File: src/rtl/gray_ptr_pkg.sv
// ============================================================================
// Module : gray_ptr_pkg
// Brief  : Shared constants and Gray/binary conversion helpers for gray_ptr_ctrl.
// Rev    : 1.0  initial release
// ============================================================================
`default_nettype none

package gray_ptr_pkg;

    localparam int SIDE_WR   = 0;
    localparam int SIDE_RD   = 1;
    localparam int PTR_MAX_W = 32;

    // Callers zero-extend narrower pointers; leading zeros leave both codes unchanged.
    function automatic logic [PTR_MAX_W-1:0] bin2gray(input logic [PTR_MAX_W-1:0] b);
        logic [PTR_MAX_W-1:0] g;
        g[PTR_MAX_W-1] = b[PTR_MAX_W-1];
        for (int i = 0; i < PTR_MAX_W-1; i++) begin
            g[i] = b[i] ^ b[i+1];
        end
        return g;
    endfunction

    function automatic logic [PTR_MAX_W-1:0] gray2bin(input logic [PTR_MAX_W-1:0] g);
        logic [PTR_MAX_W-1:0] b;
        b[PTR_MAX_W-1] = g[PTR_MAX_W-1];
        for (int i = PTR_MAX_W-2; i >= 0; i--) begin
            b[i] = b[i+1] ^ g[i];
        end
        return b;
    endfunction

endpackage

`default_nettype wire

File: src/rtl/gray_ptr_ctrl_ptr_sync.sv
// ============================================================================
// Module : ptr_sync
// Brief  : STAGES-deep, WIDTH-bit flop chain for a Gray pointer crossing domains.
// Rev    : 1.0  initial release
// ============================================================================
`default_nettype none

module ptr_sync #(
    parameter int WIDTH  = 5,
    parameter int STAGES = 2
) (
    input  logic             clk,
    input  logic             rst,
    input  logic [WIDTH-1:0] din,
    output logic [WIDTH-1:0] dout
);

    logic [WIDTH-1:0] sync_q [STAGES];
    logic [WIDTH-1:0] sync_d [STAGES];

    always_comb begin
        sync_d[0] = din;
        for (int i = 1; i < STAGES; i++) begin
            sync_d[i] = sync_q[i-1];
        end
    end

    always_ff @(posedge clk) begin
        if (rst) begin
            for (int i = 0; i < STAGES; i++) begin
                sync_q[i] <= '0;
            end
        end else begin
            sync_q <= sync_d;
        end
    end

    assign dout = sync_q[STAGES-1];

endmodule

`default_nettype wire

File: src/rtl/gray_ptr_ctrl.sv
// ============================================================================
// Module : gray_ptr_ctrl
// Brief  : Async-FIFO pointer controller (write or read side): binary/Gray
//          pointer, remote-pointer synchroniser, full/empty flag, level.
//          Optional almost flag enabled by defining GRAY_PTR_ALMOST_EN.
// Rev    : 1.0  initial release
// ============================================================================
`default_nettype none

module gray_ptr_ctrl
    import gray_ptr_pkg::*;
#(
    parameter int ADDRLEN     = 4,
    parameter int SIDE        = 0,
    parameter int SYNC_STAGES = 2,
    parameter int AF_THRESH   = 2
) (
    input  logic               clk,
    input  logic               rst,
    input  logic               inc,
    output logic               inc_ack,
    input  logic [ADDRLEN:0]   remote_gray,
    output logic [ADDRLEN:0]   ptr_bin,
    output logic [ADDRLEN-1:0] addr,
    output logic [ADDRLEN:0]   ptr_gray,
    output logic               flag,
    output logic [ADDRLEN:0]   level
`ifdef GRAY_PTR_ALMOST_EN
    ,
    output logic               almost
`endif
);

    localparam logic c_is_rd = (SIDE == SIDE_RD);

    if (ADDRLEN < 2) begin : g_bad_addrlen
        $error("gray_ptr_ctrl: ADDRLEN must be at least 2");
    end
    if (SYNC_STAGES < 2 || SYNC_STAGES > 4) begin : g_bad_sync
        $error("gray_ptr_ctrl: SYNC_STAGES must be 2..4");
    end
    if (AF_THRESH < 0 || AF_THRESH > 2**ADDRLEN) begin : g_bad_thresh
        $error("gray_ptr_ctrl: AF_THRESH out of range");
    end

    logic               w_acc;
    logic [ADDRLEN:0]   w_rsync;
    logic [ADDRLEN:0]   w_rbin;
    logic [ADDRLEN:0]   ptr_bin_q,  ptr_bin_d;
    logic [ADDRLEN:0]   ptr_gray_q, ptr_gray_d;
    logic               flag_q,     flag_d;
    logic [ADDRLEN:0]   level_q,    level_d;

    ptr_sync #(
        .WIDTH  (ADDRLEN+1),
        .STAGES (SYNC_STAGES)
    ) u_ptr_sync (
        .clk  (clk),
        .rst  (rst),
        .din  (remote_gray),
        .dout (w_rsync)
    );

    assign w_rbin = (ADDRLEN+1)'(gray2bin(PTR_MAX_W'(w_rsync)));

    // Flag and level are computed from next-state pointers so a local accept
    // is reflected on the same edge that moves the pointer.
    always_comb begin
        w_acc      = inc & ~flag_q;
        ptr_bin_d  = ptr_bin_q + {{ADDRLEN{1'b0}}, w_acc};
        ptr_gray_d = (ADDRLEN+1)'(bin2gray(PTR_MAX_W'(ptr_bin_d)));
        level_d    = ptr_bin_d - w_rbin;
        flag_d     = (ptr_gray_d == {~w_rsync[ADDRLEN:ADDRLEN-1], w_rsync[ADDRLEN-2:0]});
        if (c_is_rd) begin
            level_d = w_rbin - ptr_bin_d;
            flag_d  = (ptr_gray_d == w_rsync);
        end
    end

    always_ff @(posedge clk) begin
        if (rst) begin
            ptr_bin_q  <= '0;
            ptr_gray_q <= '0;
            flag_q     <= c_is_rd;
            level_q    <= '0;
        end else begin
            ptr_bin_q  <= ptr_bin_d;
            ptr_gray_q <= ptr_gray_d;
            flag_q     <= flag_d;
            level_q    <= level_d;
        end
    end

    assign inc_ack  = w_acc;
    assign ptr_bin  = ptr_bin_q;
    assign addr     = ptr_bin_q[ADDRLEN-1:0];
    assign ptr_gray = ptr_gray_q;
    assign flag     = flag_q;
    assign level    = level_q;

`ifdef GRAY_PTR_ALMOST_EN
    localparam logic [ADDRLEN:0] c_af_hi = (ADDRLEN+1)'(2**ADDRLEN - AF_THRESH);
    localparam logic [ADDRLEN:0] c_af_lo = (ADDRLEN+1)'(AF_THRESH);

    logic almost_q, almost_d;

    always_comb begin
        almost_d = (level_d >= c_af_hi);
        if (c_is_rd) begin
            almost_d = (level_d <= c_af_lo);
        end
    end

    always_ff @(posedge clk) begin
        if (rst) begin
            almost_q <= c_is_rd;
        end else begin
            almost_q <= almost_d;
        end
    end

    assign almost = almost_q;
`endif

endmodule

`default_nettype wire

File: config.mk
export PLATFORM = sky130hd
export DESIGN_NAME = gray_ptr_ctrl
export DESIGN_NICKNAME = d
export VERILOG_FILES = /design/src/rtl/gray_ptr_pkg.sv /design/src/rtl/gray_ptr_ctrl_ptr_sync.sv /design/src/rtl/gray_ptr_ctrl.sv
export SDC_FILE = /design/constraint.sdc
export NUM_CORES = 1
export LEC_CHECK = 0
export ABC_AREA = 1
export CAP_MARGIN = 20
export CORE_UTILIZATION = 48
export DETAILED_ROUTE_END_ITERATION = 6
export MAX_ROUTING_LAYER = met4
export PLACE_DENSITY = 0.78
export SLEW_MARGIN = 20
export SYNTH_ARGS = -nofsm -noshare
export SYNTH_HDL_FRONTEND = slang
export SYNTH_HIERARCHICAL = 1
export SYNTH_SLANG_ARGS = --single-unit
File: constraint.sdc
create_clock -name clk -period 2.56 [get_ports clk]
set_input_delay 0.384 -clock clk [delete_from_list [all_inputs] [get_ports clk]]
set_output_delay 0.384 -clock clk [all_outputs]
set_load 0.02 [all_outputs]
==> results of run 1 <==
[flip-flops by register name (all words and copies together), names as in the netlist]
register           cells
flag                   1
level                  5
ptr_bin                5
ptr_gray               4
u_ptr_sync/dout        5
u_ptr_sync/sync_d      5
[worst min-delay path, stage by stage (launching register included)]
cell     delay [ns]
dfxtp_1        0.32
inv_1          0.04
nor2_1         0.03
[worst max-delay path by stage]
stage                                  start       end  slack (ns)  cells past startpoint
after floorplan                          inc  level[3]        0.26                     12
after global routing      u_ptr_sync/dout[3]  level[4]        0.01                     18
final                     u_ptr_sync/dout[3]  level[4]        0.31                     18
after CTS                 u_ptr_sync/dout[3]  level[4]        0.32                     18
after global placement                   inc  level[4]        0.06                     13
after detailed placement                 inc  level[4]        0.02                     13
[logic make-up (layout without fill, tap and decap cells)]
logic type      count (synthesis)  count (layout)
compound gates                 10              10
buf+inv                        37              67
fa+ha+maj                       7               7
simple gates                   85              85
flops                          25              25
[area by class of cell]
class                   count  area [um^2]  share of cell area [%]
clock buffers               4         26.3                    1.76
inverters                  30          113                    7.54
multi-input cells         102          500                    33.5
repair buffers             33          318                    21.3
well taps                  28         35.0                    2.35
flip-flops and latches     25          500                    33.5
[where the power goes]
group | internal, mW | switching, mW | total (mW)
Combinational | 0.100 | 0.117 | 0.217
Clock | 0.0610 | 0.113 | 0.174
Sequential | 0.418 | 0.0118 | 0.430
Total | 0.579 | 0.242 | 0.821
[cells in the mapped netlist]
cell,instances,area (um^2)
nand2_1,41,154
inv_1,30,113
dfxtp_1,25,500
nor2_1,23,86.3
nand3_1,13,65.1
a21oi_1,8,40.0
ha_1,6,75.1
buf_4,5,37.5
nand2_2,3,18.8
nand4_1,3,18.8
o21ai_0,2,10.0
and3_1,1,6.26
buf_6,1,11.3
clkbuf_1,1,3.75
fa_1,1,20.0
nor2_2,1,6.26
[metal layers]
| layer | part of all wire [%] | wire length [um] | up-vias | global-route usage [%] |
|---|---|---|---|---|
| li1 | - | - | 551 | - |
| met1 | 42 | 904 | 461 | 21.2 |
| met2 | 51 | 1100 | 25 | 37.9 |
| met3 | 4.3 | 91 | 5 | 2.68 |
| met4 | 2.1 | 44 | 0 | 9.46 |
| met5 | 0 | 0 | - | - |
==> summary.md, run 1 <==
| Metric | Value |
|---|---|
| Outcome | `complete, no violations` |
| GRT Overall Usage | `20.4%` |
| CTS tree | `done` |
| Critical path endpoint category | `flop` |
| DRC viols | `0` |
| Tot Pwr | `~0.82 mW` |
| Worst path bufs/invs | `4` |
| Crit-path cells | `inv_1 > nand2_1 > nand2_1 > nand2_1 > nand2_1 > inv_1 > nand2_1 > nand2_1 > nand2_1 > nand2_1 > inv_1 > ha_1 > inv_1 > fa_1 > nand3_1 > nand2_1 > o21ai_0 > nor2_1` |
| N_diodes | `0` |
| Total negative slack | `0 ns` |
| DR vias | `between 1k and 1.5k` |
| Mux cell area share after synthesis | `0%` |
| Slowest stage delay, CP | `0.40 ns` |
| Min-delay src | `u_ptr_sync/sync_d[2]` |
| Max stage delay cell, worst path | `fa_1` |
| Syn Area/Cell | `7.11 um^2` |
| Endpoint, Worst Hold | `u_ptr_sync/dout[2]` |
| CP top delay family | `simple AND/OR/NAND/NOR gates` |
| CTS Buffer Depth | `2` |
| Crit path kind | `flop to flop` |
| Total CTS buffers | `3` |
| Fill cell count | `207` |
| Placed Cells | `218` |
| Worst Skew | `0.00869 ns` |
| Clock period minus worst slack | `about 2.3 ns` |
| Vias in the first global route | `987` |
| Data arrival, critical path | `2.47 ns` |
| Mapped cell area | `0.00117 mm^2` |
| Worst r2r path cells | `18` |
| Place WS | `between 0.015 and 0.02 ns` |
| CTS root buffer | `clkbuf_4` |
| Synth Area in Simple Gates | `30.5%` |
| I/O Buffers | `28` |
| Max rail drop VDD | `0.000481 V` |
| First-pass GRT wire length | `3890 um` |
| Largest net degree at the start of global routing | `21` |
| WL per Instance | `9.62 um` |
| Final core utilization | `66.2%` |
| Synth unique cells | `16` |
| Main combinational cell family by area after synthesis | `simple AND/OR/NAND/NOR gates` |
| H-tree depth | `1` |
| Hold depth | `2` |
| Fmax | `0.444 GHz` |
| Layout Nets | `210` |
| Final period utilization | `roughly 88%` |
| Worst-Margin Slew | `between 0.2 and 0.3 ns` |
| DRT iter0 DRCs | `16` |
| RSZ-0062 raised after global routing | `false` |
| # setup viols final | `0` |
| Resize count post-CTS | `0` |
| Reg2Reg Launch Point | `u_ptr_sync/dout[3]` |
| Commonest non-fill, non-tap cell in the layout | `nand2_1` |
| Post-CTS setup buffers | `0` |
| Most frequent cells in the layout | `41 x nand2_1, 30 x inv_1, 28 x clkdlybuf4s50_1` |
| DIE AREA | `approximately 0.0026 mm^2` |
| Initial Utilization | `51.7%` |
| Ports | `29` |
| Sequential area share after synthesis | `a little over two fifths` |
| Area added between synthesis and finish | `28.0%` |
| Design Area, Final | `0.00149 mm^2` |
| Die Width | `51.3 um` |
| Dpl hpwl | `1710 um` |
| Synth Area in Compound Gates | `~4.3%` |
| DP Area | `roughly 0.0015 mm^2` |
| Fin. max-slew vios | `0` |
| Clk_lat worst skew | `0.32 ns` |
| Hold Path Class | `flop to flop` |
| CP max FO | `3` |
| # rows | `17` |
| XOR/XNOR Fraction of Synth Area | `0%` |
| Drt first pass iters | `4` |
| Post-Route WL | `about 2100 um` |
| Adder-cell share of the synthesized area | `8.15%` |
| Hold Buf Count CTS | `0` |
| Worst Setup Start Kind | `flop` |
| Slew margin rel. | `83.0%` |
| Final setup margin | `slightly above 0.3 ns` |
| Overflow after GRT | `0` |
| Final ANT Viol Nets | `0` |
| RD Place Congestion | `0.798` |
| Hold slack final | `0.407 ns` |
| Die Y | `roughly 50 um` |
| Core area | `0.00225 mm^2` |
| Non-Filler Instances | `222` |
| FF+latch count, synth | `25` |
| Gate Count Post-Synth | `164` |
| Initial antenna violation count | `0` |
| Pwr dens | `approximately 550 mW/mm^2` |
| P_leak | `0.731 nW` |
| R2R Path End | `level[4]` |
| Clk slew on worst S/H paths | `0.13 ns` |
| Max Cap Violations | `0` |
| Synthesized Nets | `179` |
| Clock tree sinks | `25` |
| Yosys Warn Count | `6` |
| R2R setup slack | `0.31 ns` |
| Via density | `roughly 4.7` |
| Final hold violations | `0` |
| Fraction of layout cells with a size suffix above 1 | `6.19%` |
| CP Data Required Time | `about 2.8 ns` |
| CP dominant cell by count | `nand2_1` |
Note: power is estimated with default switching activity, not from simulation.
==> run 2: changes to the inputs <==
--- a/config.mk
+++ b/config.mk
@@ -11,6 +11,7 @@
 export DETAILED_ROUTE_END_ITERATION = 6
 export MAX_ROUTING_LAYER = met4
 export PLACE_DENSITY = 0.78
+export SETUP_SLACK_MARGIN = 0.15
 export SLEW_MARGIN = 20
 export SYNTH_ARGS = -nofsm -noshare
 export SYNTH_HDL_FRONTEND = slang
==> run 2 against run 1 <==
Net effect: utilization rose by 0.33 points; die area is the same; clock power hardly changed; cell count did not move; global-route usage unchanged; clock-buffer cell count is the same; combinational power is 2% higher; wire length increased by 1.7%; largest cell class is now multi-input gates; critical path type is now input port to flop; largest power group unchanged.
==> summary.md, run 2 (synthesis results as in run 1) <==
| Metric | Value |
|---|---|
| Outcome | `complete, no violations` |
| Dpl hpwl | `1710 um (unchanged)` |
| Final setup margin | `0.358 ns (+0.0484 ns)` |
| Sequential power share | `52.1% (-0.3 points)` |
| GRT Overall Usage | `20.4% (unchanged)` |
| Met2 wire length | `1130 um (+2.9%)` |
| Final ANT Viol Nets | `0 (unchanged)` |
| Crit-path cells | `clkdlybuf4s50_1 > inv_1 > nor2_1 > ha_1 > ha_1 > nand2_1 > nand2_2 > inv_1 > ha_1 > a21oi_1 > nand2_1 > o21ai_0 > a21oi_1` |
| # rows | `17 (unchanged)` |
| Hold slack final | `0.409 ns (+0.00200 ns)` |
| Clock power frac | `21.1% (about the same)` |
| Initial antenna violation count | `0 (unchanged)` |
| Worst path bufs/invs | `3 (-1)` |
| # setup viols final | `0 (unchanged)` |
| Metal1 wirelength | `913 um (+1.0%)` |
| Register Area | `500 um^2 (unchanged)` |
| DRT iter0 DRCs | `17 (+1)` |
| Reg2Reg Launch Point | `u_ptr_sync/dout[3]` |
| Worst r2r path cells | `18 (unchanged)` |
| Data arrival, critical path | `2.42 ns (-0.05 ns)` |
| Core area | `0.00225 mm^2 (unchanged)` |
| Final core utilization | `66.5% (+0.33 points)` |
| Ports | `29 (unchanged)` |
| Hold Buf Count CTS | `0 (unchanged)` |
| CTS root buffer | `clkbuf_4` |
| Max rail drop VDD | `0.000480 V (-0.23%)` |
| DR vias | `1055 (+1.2%)` |
| Multi-input gate area | `508 um^2 (+1.5%)` |
| Clock tree sinks | `25 (unchanged)` |
| CTS Buffer Depth | `2 (unchanged)` |
| Via density | `4.75 (+1.2%)` |
| Worst Setup Start Kind | `input port` |
| Worst Skew | `0.00621 ns (-0.00248 ns)` |
| Total negative slack | `0 ns (unchanged)` |
| First-pass GRT wire length | `3890 um (unchanged)` |
| Internal cell power | `0.581 mW (+0.29%)` |
| Hold Path Class | `flop to flop` |
| R2R Path End | `level[4]` |
| Fin. max-slew vios | `0 (unchanged)` |
| P_leak | `0.731 nW (about the same)` |
| Largest net degree at the start of global routing | `21 (unchanged)` |
| Vias in the first global route | `987 (unchanged)` |
| CP top delay family | `adder cells` |
| Hold depth | `2 (unchanged)` |
| Overflow after GRT | `0 (unchanged)` |
| Clock period minus worst slack | `2.20 ns (-0.0484 ns)` |
| NetSw | `0.245 mW (+1.2%)` |
| Fill cell count | `206 (-0.48%)` |
| Tot Pwr | `0.826 mW (+0.56%)` |
| Place WS | `0.0182 ns (unchanged)` |
| Total CTS buffers | `3 (unchanged)` |
| R2R setup slack | `0.43 ns (+0.12 ns)` |
| Post-Route WL | `2170 um (+1.7%)` |
| Comb pwr share | `26.8% (+0.3 points)` |
| Die Y | `51.3 um (unchanged)` |
| I/O Buffers | `28 (unchanged)` |
| Slowest stage delay, CP | `0.47 ns (+0.07 ns)` |
| WL met3 | `87 um (-4.4%)` |
| DRC viols | `0 (unchanged)` |
| Top layer in use | `met4` |
| CP Data Required Time | `2.78 ns (about the same)` |
| RD Place Congestion | `0.798 (unchanged)` |
| Max stage delay cell, worst path | `clkdlybuf4s50_1` |
| Post-CTS setup buffers | `0 (unchanged)` |
| WL per Instance | `9.78 um (+1.7%)` |
| Die Width | `51.3 um (unchanged)` |
| Final period utilization | `86.0% (-1.9 points)` |
| Net Sw Frac | `29.6% (+0.19 points)` |
| Worst-Margin Slew | `0.253 ns (-0.000743 ns)` |
| Drt first pass iters | `5 (+1)` |
| Endpoint, Worst Hold | `u_ptr_sync/dout[3]` |
| CTS tree | `done` |
| DIE AREA | `0.00263 mm^2 (unchanged)` |
| Slew margin rel. | `83.1% (about the same)` |
| Max Cap Violations | `0 (unchanged)` |
| Crit path kind | `input port to flop` |
| Final hold violations | `0 (unchanged)` |
| CP max FO | `5 (+2)` |
| Most frequent cells in the layout | `39 x nand2_1, 30 x inv_1, 28 x clkdlybuf4s50_1` |
| RSZ-0062 raised after global routing | `false` |
| Fmax | `0.454 GHz (+2.2%)` |
| Pwr dens | `550 mW/mm^2 (about the same)` |
| Clk_lat worst skew | `0.32 ns (about the same)` |
| Commonest non-fill, non-tap cell in the layout | `nand2_1` |
| Initial Utilization | `51.7% (unchanged)` |
| Resize count post-CTS | `0 (unchanged)` |
| Critical path endpoint category | `flop` |
| N_diodes | `0 (unchanged)` |
| Area added between synthesis and finish | `28.6%` |
| CP dominant cell by count | `ha_1` |
| H-tree depth | `1 (unchanged)` |
| Layout Nets | `210 (unchanged)` |
| Fraction of layout cells with a size suffix above 1 | `7.73% (+1.5 points)` |
| Clk slew on worst S/H paths | `0.13 ns (about the same)` |
| Min-delay src | `u_ptr_sync/sync_d[3]` |
==> run 2: cell count changes in the layout (fill, tap and decap cells not counted) <==
cell	before	now
o21ai_0	2	1
fa_1	1	0
nand2_1	41	39
fa_2	0	1
nand2_2	3	5
o21ai_1	0	1
==> run 2: area by class of cell <==
cell class / count / area share (%)
multi-input combinational: 102 / 33.9
sequential: 25 / 33.4
timing repair buffer: 33 / 21.2
inverter: 30 / 7.51
tap: 28 / 2.34
clock buffer: 4 / 1.75
==> run 2: how the worst max path moves through the flow <==
stage                       start  endpoint  slack, ns  cells after the start
2_1_floorplan                 inc  level[3]       0.26                     12
5_1_grt        u_ptr_sync/dout[3]  level[4]       0.18                     18
3_3_place_gp                  inc  level[4]       0.06                     13
3_5_place_dp                  inc  level[4]       0.02                     13
6_report                      inc  level[3]       0.36                     13
4_1_cts        u_ptr_sync/dout[3]  level[4]       0.32                     18
==> run 2: per-stage QoR <==
stage	cell area [um^2]	cells
5_1_grt	1500	222
3_5_place_dp	1470	218
2_1_floorplan	1170	164
6_report	1500	222
4_1_cts	1490	222
3_3_place_gp	1470	218
==> run 2: power by group through the flow <==
stage	Clock (mW)	Sequential, mW	Combinational [mW]
after CTS	0.178	0.430	0.220
after global routing	0.193	0.434	0.246
after global placement	0	0.438	0.211
after detailed placement	0	0.439	0.219
final	0.174	0.430	0.221
after floorplan	0	0.466	0.107
==> run 2: routing by layer <==
layer | global-route usage [%] | vias up
met4 | 9.46 | 0
met1 | 21.2 | 470
li1 | - | 551
met5 | - | -
met2 | 37.9 | 29
met3 | 2.68 | 5
==> run 2: tightest hold or removal path, stage by stage (launching register included) <==
cell and delay, ns:
dfxtp_1 0.32, inv_1 0.04, nor2_1 0.03
